==> config.mk <==
export PLATFORM = sky130hd
export DESIGN_NAME = mem_map_dma
export DESIGN_NICKNAME = d
export VERILOG_FILES = /design/src/rtl/mem_map_dma.sv
export SDC_FILE = /design/constraint.sdc
export NUM_CORES = 1
export LEC_CHECK = 0
export ABC_AREA = 0
export BUFFER_PORTS_ARGS = -buffer_cell sky130_fd_sc_hd__buf_2
export CORE_ASPECT_RATIO = 0.7
export CORE_MARGIN = 2
export CORE_UTILIZATION = 40
export CTS_CLUSTER_SIZE = 20
export DETAILED_ROUTE_END_ITERATION = 16
export PLACE_DENSITY = 0.72
export RECOVER_POWER = 25
export SYNTH_ARGS = -nofsm -noshare
export SYNTH_HDL_FRONTEND = slang
export SYNTH_SLANG_ARGS = --single-unit
==> constraint.sdc <==
create_clock -name clk -period 4.4 [get_ports clk]
set_input_delay 0.44 -clock clk [delete_from_list [all_inputs] [get_ports clk]]
set_output_delay 0.44 -clock clk [all_outputs]
set_load 0.05 [all_outputs]
==> src/rtl/mem_map_dma.sv <==
// mem_map_dma: CPU address decoder and bus mux with an SPR-RAM page DMA engine.
// Latency: zero-latency CPU passthrough when idle. A DMA stalls the CPU for
//   1 (+1 alignment cycle when enabled) + 2*DMA_LEN cycles.
// Backpressure: cpu_rdy low stalls the CPU for the whole DMA, and CPU strobes
//   are dropped while it is low.
// Ports: clk/rst_n; cpu_addr/cpu_rd/cpu_wr/cpu_wdata/cpu_rdy (CPU side);
//   mem_addr/mem_rd/mem_wr/mem_wdata/mem_rdata (unified target bus);
//   cs_rom/cs_sram/cs_ram/cs_ppu/cs_apu (chip selects);
//   rom_addr/ram_addr/ppu_reg (target-local address bits); dma_active.
// Option macro: MEM_MAP_DMA_ODD_ALIGN_EN adds an extra alignment cycle
//   (ALIGN2) when the cycle parity is odd in ALIGN.
`timescale 1ns/1ps
module mem_map_dma #(
  parameter int PRG_AW  = 15,
  parameter int RAM_AW  = 11,
  parameter int DMA_LEN = 256
) (
  input  logic              clk,
  input  logic              rst_n,
  input  logic [15:0]       cpu_addr,
  input  logic              cpu_rd,
  input  logic              cpu_wr,
  input  logic [7:0]        cpu_wdata,
  input  logic [7:0]        mem_rdata,
  output logic              cpu_rdy,
  output logic [15:0]       mem_addr,
  output logic              mem_rd,
  output logic              mem_wr,
  output logic [7:0]        mem_wdata,
  output logic              cs_rom,
  output logic              cs_sram,
  output logic              cs_ram,
  output logic              cs_ppu,
  output logic              cs_apu,
  output logic [PRG_AW-1:0] rom_addr,
  output logic [RAM_AW-1:0] ram_addr,
  output logic [2:0]        ppu_reg,
  output logic              dma_active
);

  typedef enum logic [2:0] {
    S_IDLE,
    S_ALIGN,
    S_ALIGN2,
    S_READ,
    S_WRITE
  } state_t;

  localparam logic [7:0]  LAST_IDX = 8'(DMA_LEN - 1);
  localparam logic [15:0] DMA_TRIG = 16'h4014;
  localparam logic [15:0] OAM_DATA = 16'h2004;

  state_t     state;
  logic [7:0] page;
  logic [7:0] idx;
  logic [7:0] rdata_q;
  logic       parity;

  always_ff @(posedge clk or negedge rst_n) begin
    if (!rst_n) begin
      state      <= S_IDLE;
      page       <= 8'h00;
      idx        <= 8'h00;
      rdata_q    <= 8'h00;
      parity     <= 1'b0;
      dma_active <= 1'b0;
    end else begin
      parity <= ~parity;
      case (state)
        S_IDLE: begin
          // The trigger write itself is also forwarded to the bus this cycle.
          if (cpu_wr && cpu_addr == DMA_TRIG) begin
            page       <= cpu_wdata;
            idx        <= 8'h00;
            state      <= S_ALIGN;
            dma_active <= 1'b1;
          end
        end
        S_ALIGN: begin
`ifdef MEM_MAP_DMA_ODD_ALIGN_EN
          if (parity) state <= S_ALIGN2;
          else        state <= S_READ;
`else
          state <= S_READ;
`endif
        end
        S_ALIGN2: state <= S_READ;
        S_READ: begin
          rdata_q <= mem_rdata;
          state   <= S_WRITE;
        end
        S_WRITE: begin
          // Hold idx on the last byte so it can never wrap inside a transfer.
          if (idx == LAST_IDX) begin
            state      <= S_IDLE;
            dma_active <= 1'b0;
          end else begin
            idx   <= idx + 8'd1;
            state <= S_READ;
          end
        end
        default: begin
          state      <= S_IDLE;
          dma_active <= 1'b0;
        end
      endcase
    end
  end

  assign cpu_rdy = ~dma_active;

  // Bus owner mux: the CPU owns the bus only in IDLE; its strobes are dropped otherwise.
  always_comb begin
    mem_addr  = cpu_addr;
    mem_rd    = 1'b0;
    mem_wr    = 1'b0;
    mem_wdata = cpu_wdata;
    case (state)
      S_IDLE: begin
        mem_rd = cpu_rd;
        mem_wr = cpu_wr;
      end
      S_READ: begin
        mem_addr = {page, idx};   // no carry into page: page FFh stays in FF00h-FFFFh
        mem_rd   = 1'b1;
      end
      S_WRITE: begin
        mem_addr  = OAM_DATA;
        mem_wr    = 1'b1;
        mem_wdata = rdata_q;
      end
      default: ;
    endcase
  end

  logic bus_vld;
  assign bus_vld = mem_rd | mem_wr;

  assign cs_rom  = bus_vld &  mem_addr[15];
  assign cs_sram = bus_vld & (mem_addr[15:13] == 3'b011);
  assign cs_ram  = bus_vld & (mem_addr[15:13] == 3'b000);
  assign cs_ppu  = bus_vld & (mem_addr[15:13] == 3'b001);
  assign cs_apu  = bus_vld & (mem_addr[15:13] == 3'b010);

  assign rom_addr = mem_addr[PRG_AW-1:0];
  assign ram_addr = mem_addr[RAM_AW-1:0];
  assign ppu_reg  = mem_addr[2:0];

endmodule

# After elaboration in Yosys (flattened, before gate mapping)
# Index checks and enable logic that the tools add are counted.
dict set report totals {
  memories 0
  output_inout_bits 62
  mem_bits_ro 0
  elab_cells 48
  inputBits 36
  latch_bits 0
  regBits 28
  mem_bits_rw 0
}
dict set report classes {
  div 0
  magnitude_cmp 0
  eq_ne 12
  n_shift 0
  n_reduce_logical 9
  add_sub_neg 1
  multipliers 0
  bitwise 8
  muxes 13
}
# operator n
set ops {}
lappend ops {{one-hot mux 16 bit (2 select lines)} 1}
lappend ops {{2-to-1 mux 8 bit} 3}
lappend ops {{== test 16 x 15 -> 1 bit (second input constant)} 1}
lappend ops {{one-hot mux 8 bit (2 select lines)} 1}
lappend ops {{== test 3 x 2 -> 1 bit (second input constant)} 4}
lappend ops {{one-hot mux 3 bit (4 select lines)} 1}
lappend ops {{adder 8 x 1 -> 8 bit (second input constant)} 1}
lappend ops {{== test 8 bit (second input constant)} 1}
lappend ops {{== test 3 x 1 -> 1 bit (second input constant)} 2}
lappend ops {{logical NOT 3 bit} 2}
lappend ops {{!= test 2 bit (second input constant)} 3}
lappend ops {{AND reduction 3 bit} 2}
lappend ops {{AND 1 bit} 5}
lappend ops {{one-hot mux 1 bit (2 select lines)} 2}
lappend ops {{== test 3 bit (second input constant)} 1}
lappend ops {{2-to-1 mux 3 bit} 1}
lappend ops {{one-hot mux 1 bit (3 select lines)} 1}
lappend ops {{OR reduction 3 bit} 1}
lappend ops {{2-to-1 mux 1 bit} 2}
lappend ops {{2-to-1 mux 2 bit} 1}
lappend ops {{inverter 1 bit} 2}
lappend ops {{AND reduction 2 bit} 1}
lappend ops {{nonzero test 2 bit} 1}
lappend ops {{OR reduction 2 bit} 1}
lappend ops {{2 further kinds} 2}

# Logic depth before layout (Yosys ltp)
dict set report logic_depth {
  ltp_word 4
  depth_mapped 7
  mapped_depth_nobuf 5
}

# Worst setup path after synthesis
# No wires, ideal clock.
dict set report synth_path {
  kind {register -> output}
  start {register state[1]}
  end {output cs_sram}
  arrival_time_ns 3.010
  required_ns 3.960
  stages_incl_launch_ff 6
  n_path_buf 2
  slack_ns 0.950
  path_cell_list {dfrtp_1 > buf_2 > and3b_1 > buf_2 > a221oi_2 > nor3b_1}
}
dict set report synth_via {
  elab_chain_len 4
  elab_cells_between_ends 9
  cone_classes {eq/ne (3); mux (3); bitwise (2); reduce/logical (1)}
}
# item line
set synth_lines {}
lappend synth_lines {{start, declared} 53} ;# state_t state;
lappend synth_lines {{start signal, assigned} 61} ;# state <= S_IDLE;
lappend synth_lines {{start signal, assigned} 75} ;# state <= S_ALIGN;
lappend synth_lines {{start signal, assigned} 84} ;# state <= S_READ;
lappend synth_lines {{== test 3 bit or == test 3 x 2 -> 1 bit (tied branches)} 118} ;# case (state)
lappend synth_lines {{one-hot mux 16 bit (2 select lines) *} 118}
lappend synth_lines {{net mem_addr[14]} 26} ;# output logic [15:0] mem_addr,
lappend synth_lines {{== test 3 x 2 -> 1 bit *} 140} ;# assign cs_sram = bus_vld & (mem_addr[15:13] == 3'b011);
lappend synth_lines {{AND 1 bit *} 140}
lappend synth_lines {{end, declared} 31} ;# output logic cs_sram,
# The timed path passes the listed nets; every way through them passes the cells marked *.

# Final worst setup path
dict set report layout_path {
  start {register state[2]}
  end {output rom_addr[8]}
}
dict set report layout_via {
  elab_chain_len 2
  elab_cells_between_ends 3
  cone_classes {eq/ne (2); mux (1)}
}
# item line
set layout_lines {}
lappend layout_lines {{== test 3 bit or == test 3 x 2 -> 1 bit (tied branches)} 118}
lappend layout_lines {{one-hot mux 16 bit (2 select lines) *} 118}
lappend layout_lines {{end, declared} 35} ;# output logic [PRG_AW-1:0] rom_addr,
# Every way passes the cells marked *; elsewhere a longest branch is shown, timed or not.

==> key figures <==
Setup path
  – Crit path required time: around 4.0 ns
  – CP endpoint kind: primary output
  – Crit-path max FO: 15
  – CP Launch Type: flop
  – Crit path DAT: about 2.5 ns
  – R2r startpoint: idx[0]
  – Setup CP Type: flop to primary output
  – Critical path startpoint: state[2]

CTS
  – CTS Sinks: 28
  – H-tree level count: 1
  – Postcts setup bufs: 0
  – Clk slew on worst S/H paths: 0.10 ns
  – Post-CTS resize count: 0
  – CTS tree: yes
  – Clock Latency Late Sink: roughly 0.28 ns
  – Longest Clk Path Bufs: 2
  – Hold buffers post-CTS: 0
  – Number of buffers created by CTS: 3
  – Clk root buf: clkbuf_8

Die
  – I/O pin total: 98
  – Die width: approximately 86 µm
  – Core footprint: 4454 µm²
  – Die area: 5341 µm²
  – Die H: ~62 µm
  – Standard-cell rows: 20
  – Initial core utilization: 0.4278

Detailed routing
  – # DRC: 0
  – 1st-pass router iterations: 4
  – Routed WL: 4.681 mm
  – WL per Instance: approximately 14 µm
  – Initial DRC count: around 140
  – Vias per inst: 5.221
  – Vias after detailed routing: 1702
  – Post-route ant nets: 0

Timing
  – Final period util: 0.6613
  – Relative slew margins: -0.01331
  – Hold violation count in the final report: 0
  – Max Fclk: 0.3437 GHz
  – RSZ-0062 raised after global routing: no
  – Setup TNS: 0 ns
  – Worst slew pin tran: 1.520 ns
  – Setup violations, final: 0
  – Fin crit period: approximately 2.9 ns
  – Setup Skew: between 0.002 and 0.003 ns
  – Final Slew Violations: 29

Yosys
  – Async SR Flop Fraction: 1.000
  – Mapped Area: around 1900 µm²
  – Syn Inst Count: approximately 210
  – Post-synth cell types: 40
  – Synth top area share: 0.3677
  – Post-synth EDFFs: 0
  – Register area share after synthesis: 0.3677
  – Yosys warns: 0
  – Top cell type by total area after synthesis: dfrtp_1
  – Top_reg_cell synth: dfrtp_1
  – Post-Syn Nets: 245
  – #FFs+latches synth: 28
  – Leading post-synthesis cells by cell area: dfrtp_1, buf_4, mux2_2
  – Syn avg cell area: 9.161 µm²

Place
  – Placed inst area: about 2200 µm²
  – RePlAce Congestion: ~0.86
  – Port Buffers: slightly below 100
  – Post-DP HPWL: roughly 3.6 mm

GRT
  – Global-route wire length before repair: approximately 7.4 mm
  – Gr ovfl total: 0
  – Vias in the first global route: roughly 1600
  – Gr usage total: 0.1803
  – Initial antenna violation count: 0
  – Largest net degree at the start of global routing: 29

Cells and area
  – Most frequent cells in the layout: buf_2, nand2_1, dfrtp_1
  – Final instance area: 2267 µm²
  – Commonest non-fill, non-tap cell in the layout: buf_2
  – Layout net count: just over 300
  – Layout cells sized above 1: 0.4686
  – Synthesis-to-finish area growth: 18.98%
  – Inserted Diodes: 0

Hold path
  – Hold Startpoint: mem_rdata[3]
  – HP Class: primary input to flop

Outcome
  – Failing checks: max-capacitance violations, max-slew violations
  – Outcome: finished with violations

Run
  – MaxCap Viol Count: 1
==> area by class of cell <==
class / count / area, µm²
well taps: 55 / 68.82
flip-flops and latches: 28 / 700.7
repair buffers: 99 / 499.2
inverters: 6 / 22.52
multi-input cells: 134 / 904.6
clock buffers: 3 / 41.29
clock inverters: 1 / 30.03
fillers: 426 / 2187
==> synthesized netlist by cell type, types with 2 or more instances <==
| library cell | instances |
|---|---|
| a21oi_1 | 5 |
| nand2_1 | 35 |
| buf_2 | 6 |
| o21ai_0 | 9 |
| o211ai_1 | 5 |
| or2_2 | 2 |
| buf_4 | 30 |
| nor4_1 | 2 |
| nor2b_1 | 2 |
| nand3_1 | 9 |
| xnor2_1 | 2 |
| a221oi_2 | 3 |
| o21a_1 | 3 |
| mux2_2 | 16 |
| dfrtp_1 | 28 |
| nor3_1 | 3 |
| o22ai_1 | 2 |
| clkbuf_1 | 2 |
| inv_1 | 6 |
| a22o_1 | 12 |
| or3_1 | 4 |
| nor2_1 | 4 |
==> through the flow <==
stage	hold slack, ns	setup slack [ns]	utilization	instances
after floorplan	0.1444	0.9498	-	208
after global routing	0.3786	1.307	0.5090	326
after CTS	0.1829	1.471	0.5093	326
after global placement	0.4913	1.861	0.4933	322
after detailed placement	0.4961	1.799	0.4933	322
final	0.3843	1.490	0.5090	326
==> logic make-up (layout without fill, tap and decap cells) <==
group                    count (synthesis)  count (layout)  synth area share
AND/OR/NAND/NOR                         73              73            0.1989
buffers and inverters                   46             109            0.1576
AO/OA/AOI/OAI                           41              41            0.1602
flip-flops                              28              28            0.3677
multiplexers                            17              17           0.09980
XOR/XNOR                                 2               2          0.009194
adder cells (fa/ha/maj)                  1               1          0.006565
==> final timing paths <==
path	cells past startpoint	to	slack, ns
hold reg to reg	1	page[0]	0.52
min in group asynchronous	1	rdata_q[1]	0.51
setup reg to reg	5	state[0]	2.12
max in group asynchronous	1	idx[2]	3.01
setup / recovery	5	rom_addr[8]	1.49
hold / removal	2	rdata_q[3]	0.38
==> critical path, stage by stage (launching register included) <==
cell and delay, ns:
dfrtp_1 0.52, nor3b_2 0.21, buf_4 0.20, nor2_1 0.69, a22o_1 0.29, buf_2 0.28
==> layer usage <==
| metal | share of wire | GRT usage | wire length [µm] | vias to the layer above |
|---|---|---|---|---|
| met2 | 0.46 | 0.3022 | 2132 | 70 |
| met4 | 0.0017 | 0.03125 | 8 | 0 |
| li1 | - | - | - | 829 |
| met5 | 0 | 0 | 0 | - |
| met1 | 0.46 | 0.2427 | 2157 | 801 |
| met3 | 0.082 | 0.04888 | 384 | 2 |
==> sequential cells by signal, summed over array words and instances, names as in the netlist <==
signal and cells:
idx 8, page 8, rdata_q 8, state 3, dma_active 1
Power is not shown: default switching activity piles up to over one toggle a cycle in this logic, so the estimate is an artifact.
